`src/rtl/board_writer.sv`:
```
// -----------------------------------------------------------------------------
// board_writer
//
// Board-state writer for a 3x3 tic-tac-toe VGA display. Holds the nine-cell
// board, a row/col selection cursor moved by push buttons, and the X/O turn.
// It detects a win or a draw after every placement. Cell contents are served
// to the renderer through a combinational read port.
//
// Ports
//   clk          in   pixel-domain clock
//   rst_n        in   asynchronous active-low reset
//   btn_right    in   async button, advances cursor column (wraps 2 -> 0)
//   btn_down     in   async button, advances cursor row (wraps 2 -> 0)
//   btn_place    in   async button, places current player's mark at cursor
//   btn_clear    in   async button, starts a new game
//   read_addr    in   renderer cell address 0..8
//   read_data    out  cell contents: 00 empty, 01 X, 10 O (00 for 9..15)
//   cursor_addr  out  cursor cell, row*3 + col
//   cursor_posx  out  cursor sprite origin x = 73 + col*210
//   cursor_posy  out  cursor sprite origin y = 47 + row*158
//   turn         out  0 = X to move, 1 = O to move
//   game_over    out  high once a win or draw is detected
//   winner       out  01 X, 10 O, 00 draw or in progress
//   write_valid  out  one-cycle pulse when a mark is written
//   place_err    out  one-cycle pulse when placing on an occupied cell
// -----------------------------------------------------------------------------
module board_writer (
    input  logic       clk,
    input  logic       rst_n,
    input  logic       btn_right,
    input  logic       btn_down,
    input  logic       btn_place,
    input  logic       btn_clear,
    input  logic [3:0] read_addr,
    output logic [1:0] read_data,
    output logic [3:0] cursor_addr,
    output logic [9:0] cursor_posx,
    output logic [9:0] cursor_posy,
    output logic       turn,
    output logic       game_over,
    output logic [1:0] winner,
    output logic       write_valid,
    output logic       place_err
);

    typedef enum logic [1:0] {
        ST_PLAY  = 2'd0,
        ST_CHECK = 2'd1,
        ST_OVER  = 2'd2
    } state_e;

    localparam logic [1:0] MARK_NONE = 2'b00;
    localparam logic [1:0] MARK_X    = 2'b01;
    localparam logic [1:0] MARK_O    = 2'b10;

    // Button bit order used throughout: {clear, place, down, right}.
    logic [3:0] btn_raw;
    logic [3:0] sync1_q;
    logic [3:0] sync2_q;
    logic [3:0] prev_q;
    logic [3:0] rise;

    logic       rise_right;
    logic       rise_down;
    logic       rise_place;
    logic       rise_clear;

    state_e     state_q;
    logic [1:0] board_q [9];
    logic [1:0] row_q;
    logic [1:0] col_q;
    logic [1:0] row_d;
    logic [1:0] col_d;
    logic       turn_q;
    logic       game_over_q;
    logic [1:0] winner_q;
    logic       write_valid_q;
    logic       place_err_q;

    logic [1:0] win_mark;
    logic       board_full;
    logic       cursor_empty;
    logic [1:0] place_mark;

    assign btn_raw    = {btn_clear, btn_place, btn_down, btn_right};
    assign rise       = sync2_q & ~prev_q;
    assign rise_right = rise[0];
    assign rise_down  = rise[1];
    assign rise_place = rise[2];
    assign rise_clear = rise[3];

    // ------------------------------------------------------------------
    // Cursor geometry
    // ------------------------------------------------------------------
    assign cursor_addr = ({2'b00, row_q} * 4'd3) + {2'b00, col_q};

    always_comb begin
        // NOTE: every signal written here gets a default first so no path
        // leaves it unassigned, which would infer a latch.
        cursor_posx = 10'd73;
        cursor_posy = 10'd47;
        case (col_q)
            2'd0:    cursor_posx = 10'd73;
            2'd1:    cursor_posx = 10'd283;
            default: cursor_posx = 10'd493;
        endcase
        case (row_q)
            2'd0:    cursor_posy = 10'd47;
            2'd1:    cursor_posy = 10'd205;
            default: cursor_posy = 10'd363;
        endcase
    end

    // Next cursor position from move edges; right and down compose freely.
    always_comb begin
        col_d = col_q;
        row_d = row_q;
        if (rise_right) col_d = (col_q == 2'd2) ? 2'd0 : col_q + 2'd1;
        if (rise_down)  row_d = (row_q == 2'd2) ? 2'd0 : row_q + 2'd1;
    end

    // ------------------------------------------------------------------
    // Board evaluation
    // ------------------------------------------------------------------
    function automatic logic [1:0] line_mark(input logic [1:0] a,
                                             input logic [1:0] b,
                                             input logic [1:0] c);
        return (a != MARK_NONE && a == b && b == c) ? a : MARK_NONE;
    endfunction

    // Checked after every placement, so at most one player can own a line
    // and OR-ing the eight results yields that player's mark.
    always_comb begin
        win_mark = line_mark(board_q[0], board_q[1], board_q[2])
                 | line_mark(board_q[3], board_q[4], board_q[5])
                 | line_mark(board_q[6], board_q[7], board_q[8])
                 | line_mark(board_q[0], board_q[3], board_q[6])
                 | line_mark(board_q[1], board_q[4], board_q[7])
                 | line_mark(board_q[2], board_q[5], board_q[8])
                 | line_mark(board_q[0], board_q[4], board_q[8])
                 | line_mark(board_q[2], board_q[4], board_q[6]);
    end

    always_comb begin
        board_full = 1'b1;
        for (int i = 0; i < 9; i++) begin
            if (board_q[i] == MARK_NONE) board_full = 1'b0;
        end
    end

    assign cursor_empty = (board_q[cursor_addr] == MARK_NONE);
    assign place_mark   = turn_q ? MARK_O : MARK_X;

    // Renderer read port; addresses past the board read as empty.
    assign read_data = (read_addr < 4'd9) ? board_q[read_addr] : MARK_NONE;

    // ------------------------------------------------------------------
    // Synchronizers, edge detect and game FSM
    // ------------------------------------------------------------------
    always_ff @(posedge clk or negedge rst_n) begin
        if (!rst_n) begin
            sync1_q       <= '0;
            sync2_q       <= '0;
            prev_q        <= '0;
            state_q       <= ST_PLAY;
            // NOTE: the board is a nine-entry register file, not a RAM, and
            // must read empty straight out of reset, so it is reset here.
            for (int i = 0; i < 9; i++) board_q[i] <= MARK_NONE;
            row_q         <= 2'd0;
            col_q         <= 2'd0;
            turn_q        <= 1'b0;
            game_over_q   <= 1'b0;
            winner_q      <= MARK_NONE;
            write_valid_q <= 1'b0;
            place_err_q   <= 1'b0;
        end else begin
            // NOTE: non-blocking assignments so every register samples the
            // pre-edge value of the others (the 2-flop chain relies on it).
            sync1_q       <= btn_raw;
            sync2_q       <= sync1_q;
            prev_q        <= sync2_q;
            write_valid_q <= 1'b0;
            place_err_q   <= 1'b0;

            if (rise_clear) begin
                for (int i = 0; i < 9; i++) board_q[i] <= MARK_NONE;
                row_q       <= 2'd0;
                col_q       <= 2'd0;
                turn_q      <= 1'b0;
                game_over_q <= 1'b0;
                winner_q    <= MARK_NONE;
                state_q     <= ST_PLAY;
            end else begin
                case (state_q)
                    ST_PLAY: begin
                        // A place edge wins over moves in the same cycle and
                        // uses the cursor as it was before those moves.
                        if (rise_place) begin
                            if (cursor_empty) begin
                                board_q[cursor_addr] <= place_mark;
                                write_valid_q        <= 1'b1;
                                state_q              <= ST_CHECK;
                            end else begin
                                place_err_q <= 1'b1;
                            end
                        end else begin
                            row_q <= row_d;
                            col_q <= col_d;
                        end
                    end
                    ST_CHECK: begin
                        if (win_mark != MARK_NONE) begin
                            winner_q    <= win_mark;
                            game_over_q <= 1'b1;
                            state_q     <= ST_OVER;
                        end else if (board_full) begin
                            winner_q    <= MARK_NONE;
                            game_over_q <= 1'b1;
                            state_q     <= ST_OVER;
                        end else begin
                            turn_q  <= ~turn_q;
                            state_q <= ST_PLAY;
                        end
                    end
                    ST_OVER: begin
                        // Board, cursor and winner hold until a clear.
                    end
                    default: state_q <= ST_PLAY;
                endcase
            end
        end
    end

    assign turn        = turn_q;
    assign game_over   = game_over_q;
    assign winner      = winner_q;
    assign write_valid = write_valid_q;
    assign place_err   = place_err_q;

endmodule

```
`config.mk`:
```
export PLATFORM = sky130hd
export DESIGN_NAME = board_writer
export DESIGN_NICKNAME = d
export VERILOG_FILES = /design/src/rtl/board_writer.sv
export SDC_FILE = /design/constraint.sdc
export NUM_CORES = 1
export LEC_CHECK = 0
export BUFFER_PORTS_ARGS = -buffer_cell sky130_fd_sc_hd__buf_2
export CORE_MARGIN = 1.5
export CORE_UTILIZATION = 35
export CTS_BUF_LIST = sky130_fd_sc_hd__clkbuf_16
export DETAILED_ROUTE_END_ITERATION = 12
export PLACE_DENSITY_LB_ADDON = 0.05
export RECOVER_POWER = 100
export SLEW_MARGIN = 25
export SYNTH_ARGS = -nofsm -noshare
export SYNTH_HDL_FRONTEND = slang
export SYNTH_SLANG_ARGS = --single-unit
```
`constraint.sdc`:
```
create_clock -name clk -period 5.3 [get_ports clk]
set_input_delay 0.53 -clock clk [delete_from_list [all_inputs] [get_ports clk]]
set_output_delay 0.53 -clock clk [all_outputs]
set_load 0.02 [all_outputs]
```
== After elaboration in Yosys (flattened, before gate mapping) ==
Cells that the tools add are included.

* Flip-flop bits (word level): 42
* Input bits: 10

* Add/subtract/negate cells: 3
* Multipliers: 1
* Order comparisons: 4
* Equality and inequality tests: 28
* Mux-type cells: 70
* Bitwise operators: 12
* Reduce and logical (&&, ||, !) cells: 49

{| class="wikitable"
|+ Operator list
! operator !! number
|-
| 18-bit two-way mux || 4
|-
| 2-bit two-way mux || 34
|-
| 9-bit one-hot mux with 2 select lines || 2
|-
| 2-bit equality test || 16
|-
| 2-bit zero test || 13
|-
| 1-bit two-way mux || 25
|-
| 2-bit nonzero test || 12
|-
| 18-bit bitwise mux || 1
|-
| 1-bit logical AND || 17
|-
| 2-bit binary-select mux with 4-bit select || 2
|-
| 3-bit AND reduction || 5
|-
| 2-bit OR || 7
|-
| 5-bit greater-or-equal comparator (second input constant) || 2
|-
| 4-bit inverter with 5-bit output || 2
|-
| 2-bit demux with 4-bit select || 1
|-
| 2-bit by 1-bit equality test with 1-bit output (second input constant) || 3
|-
| 2-bit equality test (second input constant) || 3
|-
| 2-bit inequality test (second input constant) || 3
|-
| 3-bit inequality test (second input constant) || 2
|-
| 2-bit one-hot mux with 3 select lines || 1
|-
| 5-bit by 1-bit < comparator with 1-bit output (second input constant) || 1
|-
| 2-bit by 1-bit adder with 2-bit output (second input constant) || 2
|-
| 4-bit by 2-bit adder with 4-bit output || 1
|-
| 4-bit bitwise AND || 1
|-
| 7 further kinds || 7
|}

== Longest topological paths before layout ==
Gate-level depths: netlist (run 1).

* Word-level depth: 15
* Mapped depth: 9

== Least setup slack after synthesis (run 1) ==
OpenSTA, ideal clock, no wires.

* Path type: register -> register
* From: register row_q[0]
* To: register board_q[8] (netlist name)
* Setup time: 0.071 ns
* Arrival: 2.646 ns
* Required time: 5.229 ns
* Path slack: 2.583 ns
* Stages on the path, launching flop included: 8
* Cells stage by stage: dfrtp_1 > fa_1 > ha_1 > mux4_2 > or4_4 > nor3_2 > nor2_1 > nor2_1

* Cells in the longest elaborated chain, start to end: 12
* Elaborated cells on any way between the ends: 19

{| class="wikitable"
|+ RTL lines
! element !! line !! text
|-
| start: declaration || 70 || <nowiki>logic [1:0] row_q;</nowiki>
|-
| start signal: assignment || 207 || <nowiki>row_q <= row_d;</nowiki>
|-
| 2-bit by 2-bit multiplier with 4-bit output (*) || 95 || <nowiki>assign cursor_addr = ({2'b00, row_q} * 4'd3) + {2'b00, col_q};</nowiki>
|-
| 4-bit by 2-bit adder with 4-bit output (*) || 95 ||
|-
| named net cursor_addr[1] || 36 || <nowiki>output logic [3:0] cursor_addr,</nowiki>
|-
| 4-bit inverter with 5-bit output (implied by the code) (*) || 151, 200 ||
|-
| 5-bit greater-or-equal comparator (implied by the code) or 5-bit by 1-bit < comparator with 1-bit output (tied branches) || 200 || <nowiki>board_q[cursor_addr] <= place_mark;</nowiki>
|-
| 1-bit logical AND (implied by the code) || 200 ||
|-
| 2-bit two-way mux (implied by the code) || 200 ||
|-
| 2-bit demux with 4-bit select || 200 ||
|-
| 18-bit bitwise mux || 200 ||
|-
| 18-bit two-way mux || 199 || <nowiki>if (cursor_empty) begin</nowiki>
|-
| 18-bit two-way mux || 198 || <nowiki>if (rise_place) begin</nowiki>
|-
| 18-bit two-way mux || 194 || <nowiki>case (state_q)</nowiki>
|-
| 18-bit two-way mux || 185 || <nowiki>if (rise_clear) begin</nowiki>
|-
| end signal: indexed assignment || 200 ||
|-
| end: declaration || 69 || <nowiki>logic [1:0] board_q [9];</nowiki>
|}

The timed path passes the listed nets; every way through them passes the cells marked *. The select of a mux whose other input is x is not followed.
A chain may end at the register's enable or synchronous reset.

== Worst setup path after layout (run 1) ==
* From: register row_q[0]
* To: register board_q[8] (netlist name)

* Cells in the longest elaborated chain, start to end: 12
* Elaborated cells on any way between the ends: 19

{| class="wikitable"
|+ RTL lines
! element !! line
|-
| 2-bit by 2-bit multiplier with 4-bit output (*) || 95
|-
| 4-bit by 2-bit adder with 4-bit output (*) || 95
|-
| 4-bit inverter with 5-bit output (implied by the code) (*) || 151, 200
|-
| 5-bit greater-or-equal comparator (implied by the code) or 5-bit by 1-bit < comparator with 1-bit output (tied branches) || 200
|-
| 1-bit logical AND (implied by the code) || 200
|-
| 2-bit two-way mux (implied by the code) || 200
|-
| 2-bit demux with 4-bit select || 200
|-
| 18-bit bitwise mux || 200
|-
| 18-bit two-way mux || 199
|-
| 18-bit two-way mux || 198
|-
| 18-bit two-way mux || 194
|-
| 18-bit two-way mux || 185
|}

Every way passes the cells marked *; elsewhere a longest branch is shown, timed or not. The select of a mux whose other input is x is not followed.

==> impl_metrics.json, run 1 <==
{
  "ys_types": 48,
  "htree_levels": 2,
  "critical_path_arrival_ps": 3300,
  "seqPwrFrac_pct": 38.3,
  "fillCellCount": 731,
  "hold_class": "flip-flop to flip-flop",
  "synth_area_leaders": "dfrtp_1, nor2_1, mux4_2, a21oi_1, nand3_1",
  "wl_per_cell_um": 15.2,
  "holdWs_ps": 346,
  "antenna_left": 0,
  "cts_buffers": 5,
  "synth_area_per_cell_um2": 9.32,
  "p_switching_uw": 392,
  "max_freq_mhz": 325,
  "drc": 0,
  "dieArea_um2": 7790,
  "fin_area_um2": 2800,
  "antennaDiodeCount": 0,
  "nets": 311,
  "finalSetupViolations": 0,
  "dpl.hpwl_um": 4230,
  "crit_required_ps": 5520,
  "drv_cap": 1,
  "grt_max_degree": 43,
  "synth-seq-cells": 42,
  "start_util_pct": 36.8,
  "finalHoldViolations": 0,
  "multiInputGateArea_um2": 1260,
  "ys_seq_area_share_pct": 41.3,
  "intPower_uw": 692,
  "fin_worst_skew_ps": 3.34,
  "grt_usage_pct": 16.5,
  "io_buffers": 34,
  "total_power_uw": 1080,
  "vias": 2028,
  "place.gp.congestion": 0.811,
  "synth_top_area_share_pct": 41.3,
  "clk_latency_ps": 290,
  "synth_edf_count": 0,
  "drtPass1Iterations": 4,
  "crit_fanout": 12,
  "antenna_found_initial": 0,
  "swShare_pct": 36.2,
  "failed_checks": "capacitance limit, slew limit",
  "rsz0062_at_grt": "no",
  "place_area_um2": 2670,
  "cts_buffer_depth": 2,
  "cts.clk_slew.worst_paths_ps": 60,
  "ios": 42,
  "cts_hold_buffers": 0,
  "postCtsSetupBuffers": 0,
  "clock_sinks": 42,
  "comb_power_share_pct": 29.5,
  "fp.dieW_um": 88.3,
  "ys_async_sr_fraction_pct": 100,
  "cts_resized": 0,
  "drt-total-wl_um": 5940,
  "worstSetupPathType": "flip-flop to flip-flop",
  "worstMarginPinSlew_ps": 2270,
  "via_per_inst": 5.20,
  "clkPwrFrac_pct": 32.2,
  "grt_pass1_wl_um": 9630,
  "crit_path_end_kind": "flip-flop",
  "drive_gt1_share_pct": 10.2,
  "cts_root_buffer": "clkbuf_16",
  "ys.flop_type": "dfrtp_1",
  "grt_pass1_vias": 1905,
  "start_kind": "flip-flop",
  "peakVddDrop_uv": 200,
  "min_period_over_period_pct": 58.1,
  "power_leakage_uw": 0.00126,
  "min_period_ps": 3080,
  "core_um2": 6910,
  "yosysTopAreaCell": "dfrtp_1",
  "slew_viol_final": 43,
  "yosys_warnings": 0,
  "row_count": 30,
  "fin_tns_setup_ps": 0,
  "dieHeight_um": 88.3,
  "netlist_area_um2": 2540,
  "syn_to_final_growth_pct": 9.99,
  "synthCells": 273,
  "slew_headroom_pct": -51.4,
  "power_density_nw_per_um2": 387,
  "final-seq-area_um2": 1050,
  "drt-initial-drc-count": 84,
  "status": "complete, but fails checks",
  "cts_tree": "built",
  "grt-ovfl-total": 0
}
## layout by cell type, fill, tap and decap left out, drive strengths merged, types with 8 or more instances in the layout
cell	count
o21ai	8
or3	11
a21oi	18
or2	8
nand2	15
buf	9
inv	16
dfrtp	42
clkbuf	31
nor2	36
nand3	17
nor3	8
## per-stage QoR
step	setup WS, ps	cells	utilization, %
after floorplan	2580	278	-
after global placement	2350	382	38.7
after detailed placement	2320	382	38.7
after CTS	2280	390	41.1
after global routing	2040	390	40.5
final	2220	390	40.5
## layout make-up
class	count	share of cell area, %
Clock buffer	5	4.47
Clock inverter	3	1.57
Inverter	15	2.01
Multi-Input combinational cell	194	44.9
Sequential cell	42	37.6
Tap cell	96	4.29
Timing Repair Buffer	35	5.19
## flip-flops by register name (all words and copies together), names as in the netlist, 2 cells and up
name / flops
prev_q: 4
row_q: 2
winner: 2
sync1_q: 4
state_q: 2
col_q: 2
board_q: 18
sync2_q: 4
## cell usage after synthesis, types with 7 or more instances
cell type / number
inv_1: 15
or3_1: 10
nor2_1: 36
a21oi_1: 18
nand3_1: 17
o21ai_0: 8
dfrtp_1: 42
buf_4: 11
clkbuf_1: 9
nor3_1: 7
nand2_1: 15
## cell families after synthesis
| kind of cell | share of synthesized area [%] |
|---|---|
| and+or+nand+nor | 26.9 |
| buffers and inverters | 9.69 |
| DFF | 41.3 |
| AOI/OAI and AO/OA | 9.49 |
| muxes | 7.82 |
| adders and majority gates | 4.53 |
| other | 0.295 |
## path summary, 6_finish.rpt
path | startpoint | end | slack [ps] | cells after the start
min in group asynchronous | rst_n | sync1_q[2] | 920 | 1
hold reg to reg | sync1_q[0] | sync2_q[0] | 350 | 0
setup / recovery | row_q[0] | board_q[8] | 2220 | 7
hold / removal | sync1_q[0] | sync2_q[0] | 350 | 0
max in group asynchronous | rst_n | board_q[10] | 3090 | 1
setup reg to reg | row_q[0] | board_q[8] | 2220 | 7
## worst max-delay path, cell delays in order (launching register included)
cell	delay, ps
dfrtp_1	460
fa_1	500
ha_1	570
mux4_2	590
or4_1	570
nor3_1	170
nor2_1	60
nor2_1	90
## power groups by stage
stage          registers, uW  clock network (uW)  logic, uW
2_1_floorplan            393                   0        282
6_report                 415                 349        320
4_1_cts                  415                 360        336
3_3_place_gp             422                   0        336
5_1_grt                  422                 371        356
3_5_place_dp             421                   0        334
## metal layers
layer / GRT usage [%] / part of all wire (%) / vias to the layer above
met5: 0 / 0 / -
met4: 7.39 / 2.0 / 0
met3: 2.61 / 3.9 / 9
met2: 27.1 / 48 / 54
met1: 21.5 / 46 / 987
li1: - / - / 978
Note: power is estimated with default switching activity, not from simulation.
==> run 2: changes to the inputs <==
==> constraint.sdc (replaced) <==
create_clock -name clk -period 2.5 [get_ports clk]
set_input_delay 0.25 -clock clk [delete_from_list [all_inputs] [get_ports clk]]
set_output_delay 0.25 -clock clk [all_outputs]
set_load 0.02 [all_outputs]
==> impl_metrics.json, run 2 (synthesis results as in run 1) <==
{
  "drt-total-wl_um": 6170,
  "fin_tns_setup_ps": -1040,
  "vias": 2087,
  "final_cell_mix": "dfrtp_1, nor2_1, clkbuf_1",
  "crit_chain": "fa_1 -> ha_4 -> mux4_2 -> or4_4 -> nor3_2 -> nor2_1 -> nor2_1",
  "fillCellCount": 719,
  "grt_pass1_vias": 1870,
  "ios": 42,
  "largest_reg_flops": 18,
  "hold_class": "input port to flip-flop",
  "drv_cap": 0,
  "drtPass1Iterations": 4,
  "crit_fanout": 4,
  "syn_to_final_growth_pct": 19.4,
  "regMostFlops": "board_q",
  "start_util_pct": 36.8,
  "htree_levels": 2,
  "power_leakage_uw": 0.00139,
  "cpPeakStageDelay_ps": 580,
  "peakVddDrop_uv": 448,
  "use_met2_pct": 26.9,
  "gr-usage-met3_pct": 2.80,
  "drt-initial-drc-count": 99,
  "grt_max_degree": 43,
  "failed_checks": "setup timing",
  "start_kind": "flip-flop",
  "antenna_found_initial": 0,
  "cts_buffer_depth": 2,
  "cts_root_buffer": "clkbuf_16",
  "worstMarginPinSlew_ps": 1100,
  "fp.dieW_um": 88.3,
  "clk_latency_ps": 280,
  "rsz0062_at_grt": "yes",
  "cts_tree": "built",
  "min_period_over_period_pct": 105,
  "post-place-ws_ps": -41.1,
  "min_period_ps": 2620,
  "finalSetupViolations": 16,
  "clock_sinks": 42,
  "cts_hold_buffers": 0,
  "slew_headroom_pct": 26.6,
  "row_count": 30,
  "antenna_left": 0,
  "max_freq_mhz": 382,
  "critical_path_arrival_ps": 2830,
  "grt_pass1_wl_um": 10000,
  "dpl.hpwl_um": 4530,
  "place.gp.congestion": 0.794,
  "fin_worst_skew_ps": 4.41,
  "grt_usage_pct": 17.1,
  "nets": 334,
  "crit_required_ps": 2720,
  "slowest_stage": "or4_4",
  "status": "complete, but fails checks",
  "drc": 0,
  "wl_per_cell_um": 14.9,
  "globalRouteMet1Util_pct": 24.4,
  "layout_setup_ws_ps": -116,
  "drive_gt1_share_pct": 23.7,
  "crit_path_end_kind": "flip-flop",
  "slew_viol_final": 0,
  "core_um2": 6910,
  "cts.clk_slew.worst_paths_ps": 60,
  "via_per_inst": 5.05,
  "io_buffers": 34,
  "dieArea_um2": 7790,
  "crit_path_frequent_cell": "nor2_1",
  "grt-ovfl-total": 0,
  "dieHeight_um": 88.3,
  "grt.busiest_layer": "met2",
  "worstSetupPathType": "flip-flop to flip-flop",
  "finalHoldViolations": 0,
  "power_density_nw_per_um2": 795,
  "final_common_cell": "dfrtp_1",
  "antennaDiodeCount": 0,
  "cts_buffers": 5
}
[run 2: cell types whose count changed in the layout (fill, tap and decap cells not counted), moves of 3 or more]
cell and change:
buf_4 +17, nor2_2 +4, buf_6 +5, nor3_1 -3
nor2_1 -4, a21oi_2 +3, clkbuf_1 -3, nor3_2 +3
a21oi_1 -3
[run 2: through the flow]
stage	hold WS [ps]	utilization (%)	cells	area [um^2]	total power [uW]
2_1_floorplan	-45.6	-	278	2570	1450
5_1_grt	57.1	44.0	413	3040	2570
3_5_place_dp	336	40.8	400	2820	1710
3_3_place_gp	331	40.8	400	2820	1710
6_report	66.1	44.0	413	3040	2420
4_1_cts	60.1	43.7	413	3020	2410
[run 2: worst paths after layout]
| path | from | endpoint | slack (ps) | cells after the start |
|---|---|---|---|---|
| min in group asynchronous | rst_n | board_q[3] | 150 | 1 |
| min reg2reg | sync1_q[1] | sync2_q[1] | 350 | 0 |
| min | btn_place | sync1_q[2] | 70 | 1 |
| max reg2reg | row_q[1] | board_q[8] | -120 | 7 |
| max | row_q[1] | board_q[8] | -120 | 7 |
| max in group asynchronous | rst_n | board_q[13] | 1660 | 1 |
[run 2: power breakdown]
part           switching [uW]  total, uW  internal (uW)
combinational             532        922            390
sequential               97.2        847            750
clock                     277        647            370
[run 2: metal layers]
layer  routed length, um  part of all wire [%]
met3                 266                   4.3
met2                2820                    46
met4                  78                   1.3
met1                3000                    49
met5                   0                     0
[run 2: critical path, delay by kind of cell, from the launching register on]
family / cells / cell delay (ps)
fa+ha+maj: 2 / 830
flops: 1 / 400
mux: 1 / 500
simple gates: 4 / 820
[run 2: area by class of cell]
class	instances	area, um^2	share of cell area (%)
Inverter	15	58.8	1.94
Clock inverter	3	21.3	0.700
Sequential cell	42	1050	34.6
Timing Repair Buffer	58	338	11.1
Multi-Input combinational cell	194	1320	43.6
Tap cell	96	120	3.96
Clock buffer	5	125	4.12
[run 2: repair_timing]
| item | 4_1_cts | 5_1_grt |
|---|---|---|
| cloned | 0 | 0 |
| pin swaps | 6 | 9 |
| resized for setup | 8 | 16 |
| endpoints found under the setup margin | 10 | 23 |
| buffers inserted | 5 | 0 |
==> run 3: changes to the inputs <==
--- a/config.mk
+++ b/config.mk
@@ -10,6 +10,7 @@
 export CORE_UTILIZATION = 35
 export CTS_BUF_LIST = sky130_fd_sc_hd__clkbuf_16
 export DETAILED_ROUTE_END_ITERATION = 12
+export MAX_ROUTING_LAYER = met4
 export PLACE_DENSITY_LB_ADDON = 0.05
 export RECOVER_POWER = 100
 export SLEW_MARGIN = 25
==> impl_metrics.json, run 3 (synthesis results as in run 1) <==
{
  "dpl.hpwl_um": 4530,
  "place.gp.congestion": 0.805,
  "worstHoldStart": "btn_place",
  "via_per_inst": 5.05,
  "grt_pass1_vias": 1871,
  "core_um2": 6910,
  "dp.cells": 400,
  "slew_headroom_pct": 28.0,
  "power_leakage_uw": 0.00139,
  "status": "complete, but fails checks",
  "top_layer_used": "met4",
  "crit_chain": "fa_1 -> ha_4 -> mux4_2 -> or4_4 -> nor3_2 -> nor2_1 -> nor2_1",
  "layout_setup_ws_ps": -116,
  "drt-initial-drc-count": 112,
  "wl_per_cell_um": 15.0,
  "drtPass1Iterations": 4,
  "slew_viol_final": 0,
  "wl_met2_um": 2800,
  "regMostFlops": "board_q",
  "cp_top_family": "adder cells",
  "cts_buffers": 5,
  "htree_levels": 2,
  "failed_checks": "setup timing",
  "holdWs_ps": 65.5,
  "finalHoldViolations": 0,
  "r2r_cells": 7,
  "crit_path_end_kind": "flip-flop",
  "hold_class": "input port to flip-flop",
  "wl_met3_um": 280,
  "peakVddDrop_uv": 448,
  "drc": 0,
  "drt-total-wl_um": 6210,
  "final_common_cell": "dfrtp_1",
  "worstMarginPinSlew_ps": 1080,
  "row_count": 30,
  "antennaDiodeCount": 0,
  "grt-ovfl-total": 0,
  "antenna_left": 0,
  "hold_depth": 1,
  "grt_usage_pct": 17.7,
  "dieHeight_um": 88.3,
  "clock_sinks": 42,
  "grt_max_degree": 43,
  "fin_worst_skew_ps": 4.74,
  "min_period_ps": 2620,
  "ios": 42,
  "cpPeakStageDelay_ps": 580,
  "fp.dieW_um": 88.3,
  "final_cell_mix": "dfrtp_1, nor2_1, clkbuf_1",
  "min_period_over_period_pct": 105,
  "crit_required_ps": 2720,
  "max_freq_mhz": 382,
  "slowest_stage": "or4_4",
  "antenna_found_initial": 0,
  "cts_tree": "built",
  "vias": 2084,
  "critPathLaunch": "row_q[1]",
  "fillCellCount": 719,
  "crit_cells": 7,
  "cts_root_buffer": "clkbuf_16",
  "critPathBufInv": 0,
  "fin_area_um2": 3040,
  "crit_path_frequent_cell": "nor2_1",
  "syn_to_final_growth_pct": 19.4,
  "drive_gt1_share_pct": 23.7,
  "power_density_nw_per_um2": 795,
  "final_cell_count_no_fill": 413,
  "cts.clk_slew.worst_paths_ps": 60,
  "met1Wirelength_um": 3020,
  "grt_pass1_wl_um": 9990,
  "drv_cap": 0,
  "nets": 334,
  "critical_path_arrival_ps": 2840,
  "worstSetupPathType": "flip-flop to flip-flop",
  "start_kind": "flip-flop",
  "crit_fanout": 4,
  "rsz0062_at_grt": "yes",
  "place_area_um2": 2820,
  "start_util_pct": 36.8,
  "clk_latency_ps": 290,
  "io_buffers": 34,
  "largest_reg_flops": 18,
  "rr_startpoint": "row_q[1]",
  "dieArea_um2": 7790,
  "finalSetupViolations": 16,
  "cts_hold_buffers": 0,
  "cts_buffer_depth": 2
}
## run 3: cell counts in the layout (fill, tap and decap cells not counted)
No cell type changed its count.
## run 3: layout make-up
class,count,area (um^2),share of cell area (%)
Sequential cell,42,1050,34.6
Multi-Input combinational cell,194,1320,43.6
Tap cell,96,120,3.96
Clock buffer,5,125,4.12
Clock inverter,3,21.3,0.700
Inverter,15,58.8,1.94
Timing Repair Buffer,58,338,11.1
## run 3: timing repair
item | 4_1_cts | 5_1_grt
endpoints found under the setup margin | 10 | 23
gates resized for setup | 8 | 16
setup buffers | 5 | 0
pin swaps | 6 | 9
## run 3: power breakdown
| group | switching, uW | leakage (uW) | total (uW) | internal (uW) |
|---|---|---|---|---|
| clock | 276 | 0.0000698 | 645 | 370 |
| combinational | 532 | 0.000772 | 922 | 390 |
| sequential | 98.5 | 0.000552 | 848 | 750 |
## run 3: path summary, 6_finish.rpt
kind	end	slack, ps
worst max-delay path	board_q[8]	-120
worst min-delay path	sync1_q[2]	70
worst max register to register	board_q[8]	-120
worst min register to register	sync2_q[1]	350
max in group asynchronous	board_q[17]	1680
min in group asynchronous	row_q[1]	160
## run 3: layer usage
layer / vias to the layer above / global-route usage (%)
met5: - / -
met4: 0 / 5.11
met3: 10 / 2.80
met2: 72 / 27.3
met1: 980 / 24.1
li1: 1022 / -
## run 3: worst reg2reg max path: cells and delay by family (launching register included)
kind / cells / cell delay, ps
DFF: 1 / 400
muxes: 1 / 500
adders and majority gates: 2 / 830
and+or+nand+nor: 4 / 830
## run 3: stage by stage
step / power (uW) / setup TNS, ps / setup WS (ps) / utilization, %
6_report: 2420 / -1040 / -116 / 44.0
5_1_grt: 2570 / -3080 / -214 / 44.0
4_1_cts: 2410 / -1520 / -136 / 43.7
2_1_floorplan: 1450 / -42.8 / -22.2 / -
3_5_place_dp: 1710 / -179 / -41.1 / 40.8
3_3_place_gp: 1710 / -17.6 / -10.6 / 40.8
